--- src/rtl/pool_lin_reader.sv ---
// pool_lin_reader: captures the pooled 3x3 feature vector into a private shadow and
// streams it element by element over valid/ready. Build option: POOL_LIN_READER_RELU_EN.
module pool_lin_reader #(
    parameter int N_ELEM = 9,
    parameter int DW     = 8,
    localparam int IDX_W = (N_ELEM > 1) ? $clog2(N_ELEM) : 1
) (
    input  logic                   clk,
    input  logic                   rst_n,
    input  logic                   start,
    input  logic [N_ELEM*DW-1:0]   pool_lin_reg,
    output logic [DW-1:0]          out_data,
    output logic [IDX_W-1:0]       out_idx,
    output logic                   out_valid,
    input  logic                   out_ready,
    output logic                   out_last,
    output logic                   busy,
    output logic                   done,
    output logic                   overrun
);

    localparam logic       ST_IDLE  = 1'b0;
    localparam logic       ST_SEND  = 1'b1;
    localparam logic [IDX_W-1:0] LAST_IDX = IDX_W'(N_ELEM - 1);

    logic                  state_q,   state_d;
    logic [N_ELEM*DW-1:0]  shadow_q,  shadow_d;
    logic [IDX_W-1:0]      idx_q,     idx_d;
    logic                  done_q,    done_d;
    logic                  overrun_q, overrun_d;

    logic                  sending;
    logic                  handshake;
    logic                  at_last;
    logic [DW-1:0]         elem_sel;
    logic [DW-1:0]         elem_out;

    assign sending   = (state_q == ST_SEND);
    assign at_last   = (idx_q == LAST_IDX);
    assign handshake = sending & out_ready;

    // NOTE: every variable written in an always_comb gets a default first, otherwise an
    // untaken branch leaves it holding its old value and a latch is inferred.
    always_comb begin
        state_d   = state_q;
        shadow_d  = shadow_q;
        idx_d     = idx_q;
        done_d    = 1'b0;
        overrun_d = overrun_q;

        case (state_q)
            ST_IDLE: begin
                if (start) begin
                    shadow_d  = pool_lin_reg;
                    idx_d     = '0;
                    state_d   = ST_SEND;
                    overrun_d = 1'b0;
                end
            end
            ST_SEND: begin
                // The shadow is owned by the stream until the last handshake.
                if (start) begin
                    overrun_d = 1'b1;
                end
                if (handshake) begin
                    if (at_last) begin
                        state_d = ST_IDLE;
                        idx_d   = '0;
                        done_d  = 1'b1;
                    end else begin
                        idx_d = idx_q + 1'b1;
                    end
                end
            end
            default: begin
                state_d = ST_IDLE;
                idx_d   = '0;
            end
        endcase
    end

    // Explicit compare-select keeps the index in range without a variable part-select.
    always_comb begin
        elem_sel = '0;
        for (int k = 0; k < N_ELEM; k++) begin
            if (idx_q == IDX_W'(k)) begin
                elem_sel = shadow_q[k*DW +: DW];
            end
        end
    end

`ifdef POOL_LIN_READER_RELU_EN
    assign elem_out = elem_sel[DW-1] ? '0 : elem_sel;
`else
    assign elem_out = elem_sel;
`endif

    // NOTE: sequential state uses non-blocking assignments so every flop samples the
    // pre-edge value of its neighbours; blocking here would create order-dependent races.
    // The shadow is a handful of flops, not a RAM, so it is reset along with the rest.
    always_ff @(posedge clk or negedge rst_n) begin
        if (!rst_n) begin
            state_q   <= ST_IDLE;
            shadow_q  <= '0;
            idx_q     <= '0;
            done_q    <= 1'b0;
            overrun_q <= 1'b0;
        end else begin
            state_q   <= state_d;
            shadow_q  <= shadow_d;
            idx_q     <= idx_d;
            done_q    <= done_d;
            overrun_q <= overrun_d;
        end
    end

    assign out_valid = sending;
    assign busy      = sending;
    assign out_idx   = idx_q;
    assign out_last  = sending & at_last;
    assign out_data  = sending ? elem_out : '0;
    assign done      = done_q;
    assign overrun   = overrun_q;

endmodule
--- config.mk ---
export PLATFORM = sky130hd
export DESIGN_NAME = pool_lin_reader
export DESIGN_NICKNAME = d
export VERILOG_FILES = /design/src/rtl/pool_lin_reader.sv
export SDC_FILE = /design/constraint.sdc
export NUM_CORES = 1
export LEC_CHECK = 0
export BUFFER_PORTS_ARGS = -buffer_cell sky130_fd_sc_hd__buf_4
export CORE_UTILIZATION = 40
export CTS_CLUSTER_SIZE = 24
export DETAILED_ROUTE_END_ITERATION = 10
export GPL_TIMING_DRIVEN = 0
export PLACE_DENSITY = 0.65
export SLEW_MARGIN = 20
export SYNTH_ARGS = -nofsm -noshare
export SYNTH_HDL_FRONTEND = slang
export SYNTH_SLANG_ARGS = --single-unit
--- constraint.sdc ---
create_clock -name clk -period 1.7 [get_ports clk]
set_input_delay 0.17 -clock clk [delete_from_list [all_inputs] [get_ports clk]]
set_output_delay 0.17 -clock clk [all_outputs]
set_load 0.03 [all_outputs]
==> out/qor.yml <==
status:
  outcome: "finished with violations"
  failing_checks: "design-rule violations, negative setup slack"
layout:
  syn_to_final_growth_pct: 43.7
  final_common_cell: "sky130_fd_sc_hd__buf_4"
  final_net_count: 484
  share_of_layout_cells_above_drive_strength_1: 0.450
  antenna_cells_inserted: 0
  layout.cell_area.non_filler_um2: 5300
  fin_util: 0.599
  most_used_cells_in_the_layout_excluding_fill_and_tap_cells: "sky130_fd_sc_hd__buf_4 (98), sky130_fd_sc_hd__dfrtp_1 (77), sky130_fd_sc_hd__mux2_1 (64), sky130_fd_sc_hd__clkbuf_8 (12)"
yosys:
  netlist.top_cell.by_area: "sky130_fd_sc_hd__dfrtp_1"
  netlist_area_um2: 3690
  combinational_family_with_the_most_area_after_synthesis: "multiplexers"
  synth_compound_area_frac: 0.154
  synthesis.instances: 293
  synth_mux_area_frac: 0.198
  synth-simple-area-share: 0.0400
  synthXorXnorAreaFrac: 0
  yosys.area.top_type_share: 0.536
  synth_area_per_cell_um2: 12.6
  yosys.area_share.adder: 0.0136
  synth_top_cells_by_area: "sky130_fd_sc_hd__dfrtp_1 (54%), sky130_fd_sc_hd__mux2_1 (20%), sky130_fd_sc_hd__a221oi_1 (2.8%)"
  number_of_warnings_reported_in_the_yosys_synthesis_log: 0
  synth_seq_area_share: 0.536
  register_bit_total_from_synthesis: 79
  yosysUniqueCellTypes: 35
  synth.net_count: 373
cts:
  cts_max_path_buffers: 2
  clk_transition_reported_paths_ns: 0.08
  worst_skew_pair_later_pin_latency_ns: 0.34
  num_clock_sinks: 79
  cts_tree: "done"
  h-tree-depth: 3
  cts_buffers: 9
  cts_root_buffer: "sky130_fd_sc_hd__clkbuf_8"
worst_setup_path:
  worst-endpoint-arrival_ns: 2.22
  end_kind: "output pin"
  critical_path_source_type: "flip-flop"
  crit_path_max_incr_delay_ns: 0.48
  setup.worst_path.class: "flip-flop to output pin"
  worst_ep_required_time_ns: 1.53
  dominant_cell_type_by_count_on_the_critical_path: "sky130_fd_sc_hd__buf_12"
  cp.buffers_inverters: 4
  path_cells: "inv_4 > ha_4 > nor2b_4 > buf_12 > buf_12 > a221oi_4 > o32a_1 > o21ai_4 > buf_6"
  worst-path-max-fanout: 5
  critical-path-top-delay-family: "compound AO/OA/AOI/OAI gates"
  cpMaxStageDelayCell: "sky130_fd_sc_hd__dfrtp_2"
timing:
  fmax_mhz: 418
  final_hold_viol_count: 0
  drv_slew: 0
  finalWorstPathRequiredPeriod_ns: 2.39
  timing_worst_slew_pin_value_ns: 0.585
  setup_viol_count_final: 9
  hold_slack_ns: 0.0273
  slew_headroom: 0.609
  timing.final.crit_share: 1.41
  grt_setup_unrepaired: "yes"
  timing.final.ws_setup_ns: -0.692
  clock_skew_ns: 0.00905
grt:
  grt_pass1_wl_um: 15200
  grt_antenna_before_repair: 0
  gr-total-overflow: 0
  track_usage: 0.208
  grt_pass1_vias: 2883
  largest_net_degree_at_the_start_of_global_routing: 80
drt:
  drtIter0Drc: 120
  dr_total_vias: 2791
  dr.pass1.iters: 8
  post_drt_via_cell_ratio: 5.40
  wl_um: 9460
  drtAntennaViolNets: 0
  remaining_drc_errors: 7
  route.detailed.wl_per_inst_um: 18.3
die:
  fp-row-count: 34
  chipHeight_um: 98.1
  boundaryPins: 93
  initial_core_utilization: 0.417
  placeableCoreArea_um2: 8850
  die_x_um: 98.1
  die_footprint_um2: 9620
placement:
  placement.setup.worst_slack_ns: -0.511
  place.port_buffers: 92
  globalplace.congestion: 0.807
  postPlaceCellArea_um2: 4670
  hpwlAfterDp_um: 6510
pwr:
  leakage_nw: 2.33
  finalPower_mw: 10.2
  p_per_area_nw_per_um2: 1920
  ir_drop_v: 0.000888
min_path:
  hold_class: "input port to flip-flop"
job:
  max_cap_violations: 0
[synthesized netlist by cell type]
master / instances
sky130_fd_sc_hd__nand2_1: 11
sky130_fd_sc_hd__nor2_1: 6
sky130_fd_sc_hd__buf_12: 1
sky130_fd_sc_hd__buf_1: 1
sky130_fd_sc_hd__clkbuf_2: 1
sky130_fd_sc_hd__or2_1: 2
sky130_fd_sc_hd__dfrtp_1: 79
sky130_fd_sc_hd__clkbuf_1: 4
sky130_fd_sc_hd__bufbuf_8: 1
sky130_fd_sc_hd__nor2b_1: 2
sky130_fd_sc_hd__a221oi_1: 12
sky130_fd_sc_hd__buf_6: 3
sky130_fd_sc_hd__nand3_1: 1
sky130_fd_sc_hd__and3_1: 1
sky130_fd_sc_hd__and2_1: 1
sky130_fd_sc_hd__o21ai_1: 19
sky130_fd_sc_hd__buf_2: 10
sky130_fd_sc_hd__nor3b_1: 1
sky130_fd_sc_hd__buf_4: 4
sky130_fd_sc_hd__a22o_1: 1
sky130_fd_sc_hd__nor2b_4: 1
sky130_fd_sc_hd__ha_1: 4
sky130_fd_sc_hd__a22oi_1: 8
sky130_fd_sc_hd__o31ai_1: 1
sky130_fd_sc_hd__a21oi_1: 10
sky130_fd_sc_hd__o22ai_1: 8
sky130_fd_sc_hd__mux2_1: 64
sky130_fd_sc_hd__o21ai_0: 8
sky130_fd_sc_hd__o32a_1: 8
sky130_fd_sc_hd__nand3b_1: 1
sky130_fd_sc_hd__mux2_2: 1
sky130_fd_sc_hd__a32o_1: 1
sky130_fd_sc_hd__inv_1: 11
sky130_fd_sc_hd__nand2b_1: 2
sky130_fd_sc_hd__a221oi_2: 4
[worst paths after layout]
check / startpoint / end / slack [ns] / depth (start not counted)
setup reg to reg: busy$_DFF_PN0_ / shadow_q[21]$_DFFE_PN0P_ / 0.09 / 5
hold / removal: pool_lin_reg[51] / shadow_q[51]$_DFFE_PN0P_ / 0.03 / 3
setup / recovery: out_idx[0]$_DFFE_PN0P_ / out_data[5] / -0.69 / 9
hold reg to reg: shadow_q[26]$_DFFE_PN0P_ / shadow_q[26]$_DFFE_PN0P_ / 0.49 / 1
min in group asynchronous: rst_n / shadow_q[67]$_DFFE_PN0P_ / 0.25 / 2
max in group asynchronous: rst_n / shadow_q[70]$_DFFE_PN0P_ / 0.86 / 3
[tightest hold or removal path, cell delays in order]
cell and delay, ns:
sky130_fd_sc_hd__buf_4 0.08, sky130_fd_sc_hd__nand2_1 0.03, sky130_fd_sc_hd__o21ai_1 0.06
[stage by stage]
step | instances | setup TNS, ns
after floorplan | 293 | -1.56
after global placement | 493 | -3.66
after detailed placement | 493 | -3.72
after CTS | 516 | -6.02
after global routing | 517 | -6.25
final | 517 | -5.53
[logic make-up (layout without fill, tap and decap cells)]
kind of cell               count (synthesis)  after routing
muxes                                     65             65
DFF                                       79             79
AOI/OAI and AO/OA                         80             80
adders and majority gates                  4              4
buffers and inverters                     36            152
and+or+nand+nor                           29             29
[layout make-up]
type                    count  area (um^2)
multi-input cells         178         1880
clock inverters             5         53.8
plain buffers              20          169
inverters                  11         46.3
fillers                   726         3550
well taps                 108          135
flip-flops and latches     79         1980
clock buffers              11          151
repair buffers            105          885
[metal layers]
layer	vias to the layer above	track usage	wire [um]
li1	1308	-	-
met1	1398	0.286	4370
met2	76	0.330	4570
met3	9	0.0394	412
met4	0	0.0699	114
met5	-	0	0
[sequential cells by signal, indices dropped and copies added (netlist names)]
name / flops
done: 1
shadow_q: 72
busy: 1
overrun: 1
out_idx: 4
[where the power goes]
part / switching, mW / leakage [nW] / internal (mW)
combinational: 2.59 / 1.26 / 2.63
clock: 0.701 / 0.109 / 0.757
sequential: 0.715 / 0.958 / 2.79
total: 4.01 / 2.33 / 6.18
[repair_timing]
action,in CTS,in global routing
buffers inserted,8,2
gates cloned,1,0
gates resized for setup,46,13
setup endpoints to repair,23,42
pin swaps,14,15
hold endpoints to repair,0,19
hold buffers,0,1
No activity file was read; power rests on OpenSTA's default activity.
